### src/rtl/pipe_ctrl_pkg.sv
// Shared types and constants for the pipeline stall/flush controller.
package pipe_ctrl_pkg;

    typedef enum logic [1:0] {
        IDLE     = 2'd0,
        RUN      = 2'd1,
        MEM_WAIT = 2'd2,
        ERR      = 2'd3
    } state_e;

    localparam logic [4:0] REG_X0 = 5'd0;

endpackage

### src/rtl/hazard_detect.sv
// Combinational load-use and branch-operand hazard terms for the instruction in ID.
module hazard_detect
    import pipe_ctrl_pkg::*;
(
    input  logic [4:0] id_rs1_i,
    input  logic [4:0] id_rs2_i,
    input  logic       id_branch_i,
    input  logic [4:0] ex_rd_i,
    input  logic       ex_regwrite_i,
    input  logic       ex_memread_i,
    input  logic [4:0] mem_rd_i,
    input  logic       mem_memread_i,
    output logic       lu_o,
    output logic       br_o
);

    logic ex_match;
    logic mem_match;

    // x0 never carries a dependency, so a zero destination never matches.
    always_comb begin
        ex_match  = (ex_rd_i  != REG_X0) && ((ex_rd_i  == id_rs1_i) || (ex_rd_i  == id_rs2_i));
        mem_match = (mem_rd_i != REG_X0) && ((mem_rd_i == id_rs1_i) || (mem_rd_i == id_rs2_i));
        lu_o      = ex_memread_i & ex_match;
        br_o      = id_branch_i & ((ex_regwrite_i & ex_match) | (mem_memread_i & mem_match));
    end

endmodule

### src/rtl/pipe_hazard_ctrl.sv
// Central stall/flush controller: start-up sequencing, hazard stalls, memory freeze, timeout error.
// Optional performance counters are enabled with the HAZARD_PERF_CNT_EN macro.
module pipe_hazard_ctrl
    import pipe_ctrl_pkg::*;
#(
    parameter int unsigned MEM_TIMEOUT = 16,
    parameter int unsigned WAIT_W      = $clog2(MEM_TIMEOUT + 1)
) (
    input  logic        clk_i,
    input  logic        rst_i,
    input  logic        start_i,
    input  logic [4:0]  id_rs1_i,
    input  logic [4:0]  id_rs2_i,
    input  logic        id_branch_i,
    input  logic        id_taken_i,
    input  logic [4:0]  ex_rd_i,
    input  logic        ex_regwrite_i,
    input  logic        ex_memread_i,
    input  logic [4:0]  mem_rd_i,
    input  logic        mem_memread_i,
    input  logic        mem_op_i,
    input  logic        dmem_ack_i,
    output logic        dmem_req_o,
    output logic        pc_write_o,
    output logic        if_id_write_o,
    output logic        if_flush_o,
    output logic        id_ex_flush_o,
    output logic        pipe_hold_o,
    output logic        mem_wb_bubble_o,
`ifdef HAZARD_PERF_CNT_EN
    output logic [31:0] stall_cnt_o,
    output logic [31:0] flush_cnt_o,
    output logic [31:0] memwait_cnt_o,
`endif
    output logic        err_o
);

    localparam int unsigned CNT_W = (WAIT_W == 0) ? 1 : WAIT_W;
    localparam bit          TIMEOUT_EN = (MEM_TIMEOUT != 0);
    localparam logic [CNT_W-1:0] WAIT_LAST = CNT_W'((MEM_TIMEOUT == 0) ? 0 : MEM_TIMEOUT - 1);

    state_e            state_q, state_d;
    logic [CNT_W-1:0]  wait_cnt_q, wait_cnt_d;

    logic lu;
    logic br;
    logic ms;
    logic stall;
    logic taken;
    logic active;

    hazard_detect u_hazard_detect (
        .id_rs1_i      (id_rs1_i),
        .id_rs2_i      (id_rs2_i),
        .id_branch_i   (id_branch_i),
        .ex_rd_i       (ex_rd_i),
        .ex_regwrite_i (ex_regwrite_i),
        .ex_memread_i  (ex_memread_i),
        .mem_rd_i      (mem_rd_i),
        .mem_memread_i (mem_memread_i),
        .lu_o          (lu),
        .br_o          (br)
    );

    always_comb begin
        ms     = mem_op_i & ~dmem_ack_i;
        stall  = lu | br;
        taken  = id_branch_i & id_taken_i;
        active = ~rst_i & ((state_q == RUN) | (state_q == MEM_WAIT));

        state_d         = state_q;
        wait_cnt_d      = wait_cnt_q;
        dmem_req_o      = 1'b0;
        pc_write_o      = 1'b0;
        if_id_write_o   = 1'b0;
        if_flush_o      = 1'b0;
        id_ex_flush_o   = 1'b0;
        pipe_hold_o     = 1'b0;
        mem_wb_bubble_o = 1'b0;
        err_o           = 1'b0;

        // Reset overrides the state outputs combinationally so a pending request drops at once.
        if (rst_i) begin
            state_d         = IDLE;
            wait_cnt_d      = '0;
            id_ex_flush_o   = 1'b1;
            mem_wb_bubble_o = 1'b1;
        end else begin
            case (state_q)
                IDLE: begin
                    id_ex_flush_o   = 1'b1;
                    mem_wb_bubble_o = 1'b1;
                    if (start_i) state_d = RUN;
                end
                RUN, MEM_WAIT: begin
                    dmem_req_o = mem_op_i;
                    if (ms) begin
                        pipe_hold_o     = 1'b1;
                        mem_wb_bubble_o = 1'b1;
                    end else if (stall) begin
                        id_ex_flush_o = 1'b1;
                    end else if (taken) begin
                        pc_write_o    = 1'b1;
                        if_id_write_o = 1'b1;
                        if_flush_o    = 1'b1;
                    end else begin
                        pc_write_o    = 1'b1;
                        if_id_write_o = 1'b1;
                    end

                    if (state_q == RUN) begin
                        if (ms) begin
                            state_d    = MEM_WAIT;
                            wait_cnt_d = '0;
                        end
                    end else if (!ms) begin
                        state_d = RUN;
                    end else if (TIMEOUT_EN && (wait_cnt_q == WAIT_LAST)) begin
                        state_d = ERR;
                    end else begin
                        wait_cnt_d = wait_cnt_q + CNT_W'(1);
                    end
                end
                ERR: begin
                    err_o           = 1'b1;
                    pipe_hold_o     = 1'b1;
                    mem_wb_bubble_o = 1'b1;
                end
                default: begin
                    state_d = IDLE;
                end
            endcase
        end
    end

    always_ff @(posedge clk_i) begin
        if (rst_i) begin
            state_q    <= IDLE;
            wait_cnt_q <= '0;
        end else begin
            state_q    <= state_d;
            wait_cnt_q <= wait_cnt_d;
        end
    end

`ifdef HAZARD_PERF_CNT_EN
    logic [31:0] stall_cnt_q, stall_cnt_d;
    logic [31:0] flush_cnt_q, flush_cnt_d;
    logic [31:0] memwait_cnt_q, memwait_cnt_d;

    always_comb begin
        stall_cnt_d   = stall_cnt_q;
        flush_cnt_d   = flush_cnt_q;
        memwait_cnt_d = memwait_cnt_q;
        if (active && !ms && stall && (stall_cnt_q != '1)) stall_cnt_d = stall_cnt_q + 32'd1;
        if (if_flush_o && (flush_cnt_q != '1))              flush_cnt_d = flush_cnt_q + 32'd1;
        if (active && ms && (memwait_cnt_q != '1))          memwait_cnt_d = memwait_cnt_q + 32'd1;
    end

    always_ff @(posedge clk_i) begin
        if (rst_i) begin
            stall_cnt_q   <= '0;
            flush_cnt_q   <= '0;
            memwait_cnt_q <= '0;
        end else begin
            stall_cnt_q   <= stall_cnt_d;
            flush_cnt_q   <= flush_cnt_d;
            memwait_cnt_q <= memwait_cnt_d;
        end
    end

    assign stall_cnt_o   = stall_cnt_q;
    assign flush_cnt_o   = flush_cnt_q;
    assign memwait_cnt_o = memwait_cnt_q;
`endif

endmodule

### config.mk
export PLATFORM = sky130hd
export DESIGN_NAME = pipe_hazard_ctrl
export DESIGN_NICKNAME = d
export VERILOG_FILES = /design/src/rtl/pipe_ctrl_pkg.sv /design/src/rtl/hazard_detect.sv /design/src/rtl/pipe_hazard_ctrl.sv
export SDC_FILE = /design/constraint.sdc
export NUM_CORES = 1
export LEC_CHECK = 0
export ABC_AREA = 1
export ABC_CLOCK_PERIOD_IN_PS = 2200
export CAP_MARGIN = 10
export CORE_MARGIN = 1
export CORE_UTILIZATION = 25
export DETAILED_ROUTE_END_ITERATION = 12
export DONT_BUFFER_PORTS = 1
export PLACE_DENSITY = 0.4
export REMOVE_ABC_BUFFERS = 1
export SLEW_MARGIN = 20
export SYNTH_ARGS = -nofsm -noshare
export SYNTH_HDL_FRONTEND = slang
export SYNTH_SLANG_ARGS = --single-unit
### constraint.sdc
create_clock -name clk_i -period 2.2 [get_ports clk_i]
set_input_delay 0.33 -clock clk_i [delete_from_list [all_inputs] [get_ports clk_i]]
set_output_delay 0.33 -clock clk_i [all_outputs]
set_load 0.05 [all_outputs]
==> Word level (Yosys, flattened, before mapping) <==
Index checks and enable logic that the tools add are counted.
{ "word_totals": {"ff_bits": 7, "inputBits": 30, "wordCells": 68} }
{ "op_classes": {"add_sub_neg": 1, "eq_ne": 12, "mux": 32, "bitwise": 9, "reduce_logical": 12} }
{ "op_table": {"columns": ["op", "n"], "rows": [
  ["equality test 5 bit", 4],
  ["two-way mux 5 bit", 4],
  ["two-way mux 1 bit", 19],
  ["two-way mux 2 bit", 5],
  ["nonzero test 5 bit", 2],
  ["bitwise AND 1 bit", 6],
  ["case mux 1 bit (2 select lines)", 3],
  ["adder 5 x 1 -> 5 bit, second input constant", 1],
  ["equality test 5 x 4 -> 1 bit, second input constant", 1],
  ["equality test 2 bit, second input constant", 2],
  ["!= test 2 bit, second input constant", 2],
  ["!= test 4 bit, second input constant", 1],
  ["case mux 2 bit (2 select lines)", 1],
  ["AND reduction 4 bit", 1],
  ["OR reduction 2 bit", 2],
  ["!= test 3 bit, second input constant", 1],
  ["AND reduction 3 bit", 1],
  ["equality test 2 x 1 -> 1 bit, second input constant", 1],
  ["logical AND 1 bit", 2],
  ["logical NOT 2 bit", 1],
  ["logical OR 1 bit", 2],
  ["bitwise OR 1 bit", 2],
  ["nonzero test 2 bit", 1],
  ["NOT 1 bit", 1]
]} }

==> Longest topological paths before layout <==
{ "logic_depth": {"word_depth": 11, "ltp_mapped": 10, "depth_no_buf": 10} }

==> Cells and area by module <==
Synthesis repeated with hierarchy kept, for this count alone.
{ "unflattened": {"hier_cells": 169, "area_unflattened_um2": 910.9} }
{ "modules_own_cells": {"columns": ["module", "instances", "cells_per_inst", "area_each_um2", "seq_area_each_um2"], "rows": [
  ["pipe_hazard_ctrl", 1, 82, 524.3, 140.1],
  ["hazard_detect", 1, 87, 386.6, 0.0]
]} }

==> Worst setup path after synthesis <==
Ideal clock, no wire load.
{ "synth_timing": {"kind": "reg2out", "from": "register state_q[0]", "to": "output port pipe_hold_o", "t_arrival_ns": 2.011, "path_slack_ns": -0.141, "path_stages_with_launch": 5, "path_buffers": 0, "cell_sequence": "dfxtp_1 inv_1 ha_1 nand2_2 a211oi_1"} }
{ "synth_between": {"elab_chain_len": 4, "word_cells_on_any_way": 6} }
{ "synth_rtl": {"columns": ["element", "line", "rtl"], "rows": [
  ["start: declaration", "pipe_hazard_ctrl.sv:42", "state_e state_q, state_d;"],
  ["start signal: assignment", "pipe_hazard_ctrl.sv:141", "state_q <= state_d;"],
  ["equality test 2 bit / equality test 2 x 1 -> 1 bit (equally long branches)", "pipe_hazard_ctrl.sv:89", "case (state_q)"],
  ["OR reduction 2 bit", "pipe_hazard_ctrl.sv:89", null],
  ["case mux 1 bit (2 select lines) *", "pipe_hazard_ctrl.sv:89", null],
  ["two-way mux 1 bit *", "pipe_hazard_ctrl.sv:83", "if (rst_i) begin"],
  ["end: declaration", "pipe_hazard_ctrl.sv:28", "output logic pipe_hold_o,"]
]} }
Mark *: on every way between the ends. The rest lies on a longest branch, timed or not.

==> Worst setup path in the final report <==
{ "layout_timing": {"from": "register state_q[0]", "to": "output port if_flush_o"} }
{ "layout_between": {"elab_chain_len": 4, "word_cells_on_any_way": 5} }
{ "layout_rtl": {"columns": ["element", "line", "rtl"], "rows": [
  ["equality test 2 bit / equality test 2 x 1 -> 1 bit (equally long branches)", "pipe_hazard_ctrl.sv:89", null],
  ["OR reduction 2 bit *", "pipe_hazard_ctrl.sv:89", null],
  ["two-way mux 1 bit *", "pipe_hazard_ctrl.sv:89", null],
  ["two-way mux 1 bit *", "pipe_hazard_ctrl.sv:83", null],
  ["end: declaration", "pipe_hazard_ctrl.sv:26", "output logic if_flush_o,"]
]} }
Marks and branches as above.

==> out/results.ini <==
[setup_path]
cpMostUsedCell = nor2_2
cpLargestDelayFamily = simple AND/OR/NAND/NOR gates
cp.depth = 9
end_kind = primary output
crit_slowest_cell = dfxtp_2
path_max_fanout = 4
startpoint_type = register
crit_buf_inv = 4
slowest_delay_ns = 0.35
critPathKind = register to primary output
arrival_ns = 1.70
crit_path_cell_trace = inv_1, ha_4, inv_2, nor2_2, inv_1, nor2_2, nand3_2, nor2_2, buf_6
crit_required_ns = 1.87
reg2regPathDepth = 9

[cells_and_area]
fin_nets = 217
num_antenna_cells = 0
fill_cells = 408
drive_gt1_share_pct = 15.64
area_growth_pct = 18.61
final_core_util_pct = 31.96

[flow_run]
drv_cap = 0

[hold_path]
worstHoldPathType = input pin to register
hold_depth = 1

[global_routing]
grt_pass1_vias = 994
groute.layer.met1.usage_pct = 16.34
use_met2_pct = 21.37
grt.busiest_layer = met2
met3_usage_pct = 4.348
grt_usage_pct = 13.24
grt_first_pass_wirelength_um = 4153
antenna_found_initial = 0
grt_max_degree = 9
grt.overflow.total = 0

[clock_tree]
clk-insertion-delay-late_ns = 0.23
htree_levels = 1
ctsLongestPathBuffers = 2
path_clk_slew_ns = 0.04
cts_hold_buffers = 0
numCtsBuffers = 3
root_buffer = clkbuf_8
cts.sinks = 7
cts_tree = built

[detailed_routing]
drcViolationCount = 0
num_vias = 960
drt-total-wl_um = 2305
wl_per_cell_um = 10.24
drt-pass1-iter-count = 4
vias_per_cell = 4.267
drtIter0Drc = 35
ant_nets = 0

[floorplanning]
rows = 21
die-area_mm2 = 0.003987
io_pins = 38
start_util_pct = 26.95
fp.dieH_um = 63.15
core-area_mm2 = 0.003468
fp.dieW_um = 63.15

[timing]
finalCritPeriodShare_pct = 92.19
report.final.slew_viol_count = 0
worst_pin_slew_ns = 0.4344
rsz0062_at_grt = no
max_freq_mhz = 493.1
whs_ns = 0.1635
fin_crit_ns = 2.028
finalHoldViolations = 0
setup_violations = 0
skew_ns = 0.003612
slew_headroom_pct = 71.01

[placement]
port-buffer-count = 0
place.gp.congestion = 0.8078
dp_hpwl_um = 1988

[yosys]
synth_seq_cells = 7
syn-mean-instance-area_um2 = 5.466
syn_area_um2 = 934.6
ys_seq_area_share_pct = 14.99
yosysWarnings = 0
syn_inst = 171
ys_types = 23

[power]
peakVddDrop_mv = 0.3371
p_leak_uw = 0.0005830
powerDensity_mw_per_mm2 = 764.0

[run_status]
outcome = finished clean

==> state kept, by name, summed over array words and instances (netlist names) <==
name        flops
wait_cnt_q      5
state_q         2
==> worst register-to-register path: cells and delay by family (launching register included) <==
kind            cells  cell delay, ns
compound gates      3            0.37
fa+ha+maj           2            0.40
simple gates        3            0.30
flops               1            0.35
buf+inv             1            0.05
==> logic make-up after synthesis <==
logic type                 synth area share (%)
and+or+nand+nor                           39.09
buffers and inverters                     18.07
AOI/OAI and AO/OA                         13.79
adders and majority gates                 9.370
DFF                                       14.99
xor gates and xnor gates                  4.685
==> layer usage <==
layer	wire (µm)	share of wire (%)	up-vias
met2	998	43	26
met4	36	1.6	0
li1	-	-	527
met3	159	6.9	5
met1	1111	48	402
met5	0	0	-
==> Yosys cell counts (all sizes together) <==
library cell,n,area share [%]
nor3,3,1.6
o21ai,7,3.7
o22ai,1,0.67
dfxtp,7,15
a211oi,2,1.6
inv,40,16
o211ai,1,1.3
nand3,8,4.3
buf,2,2.0
nor2,21,9.8
a21oi,9,5.6
nand2,57,23
xor2,1,0.94
ha,7,9.4
o21bai,1,0.80
xnor2,4,3.7
==> repair_timing <==
action                                  CTS  global route
gates resized for setup                   0             8
setup buffers                             0             0
endpoints found under the setup margin    0             3
==> power by group <==
part | switching, µW | total [µW] | internal, µW
Combinational | 329 | 497 | 168
Clock | 58.9 | 185 | 126
Sequential | 17.4 | 166 | 148
Total | 405 | 847 | 442
==> per-stage QoR <==
stage	instance area, µm²	total power [µW]	setup TNS (ns)	setup WS [ns]	std cells
floorplan	915.9	520.7	-0.1406	-0.1406	169
global placement	1036	627.9	0	0.3015	221
detailed placement	1036	629.8	0	0.2635	221
CTS	1081	823.9	0	0.01646	225
global route	1109	927.8	0	0.02912	225
finish	1109	846.9	0	0.1719	225
==> cell type report <==
type                            count  area (µm²)  share of cell area, %
Multi-Input combinational cell    122       653.1                  58.92
Inverter                           40       150.1                  13.54
Sequential cell                     7       141.4                  12.75
Timing Repair Buffer                6       61.31                  5.530
Tap cell                           46       57.56                  5.192
Clock buffer                        4       45.04                  4.063
==> cell usage in the layout (no fill, tap or decap), drive strengths merged <==
master,synthesis,final
dfxtp,7,7
nand2,57,57
o21ai,7,7
inv,40,40
o211ai,1,1
nor2,21,21
a21oi,9,9
a211oi,2,2
clkbuf,0,4
xnor2,4,4
o22ai,1,1
nor3,3,3
ha,7,7
xor2,1,1
buf,2,6
nand3,8,8
o21bai,1,1
==> worst paths after layout <==
| kind | slack, ns | to | startpoint |
|---|---|---|---|
| setup / recovery | 0.17 | if_flush_o | state_q[0] |
| hold / removal | 0.16 | wait_cnt_q[1] | rst_i |
| setup reg to reg | 0.61 | state_q[1] | wait_cnt_q[1] |
| hold reg to reg | 0.48 | wait_cnt_q[3] | wait_cnt_q[3] |
No activity file was read; power rests on OpenSTA's default activity.
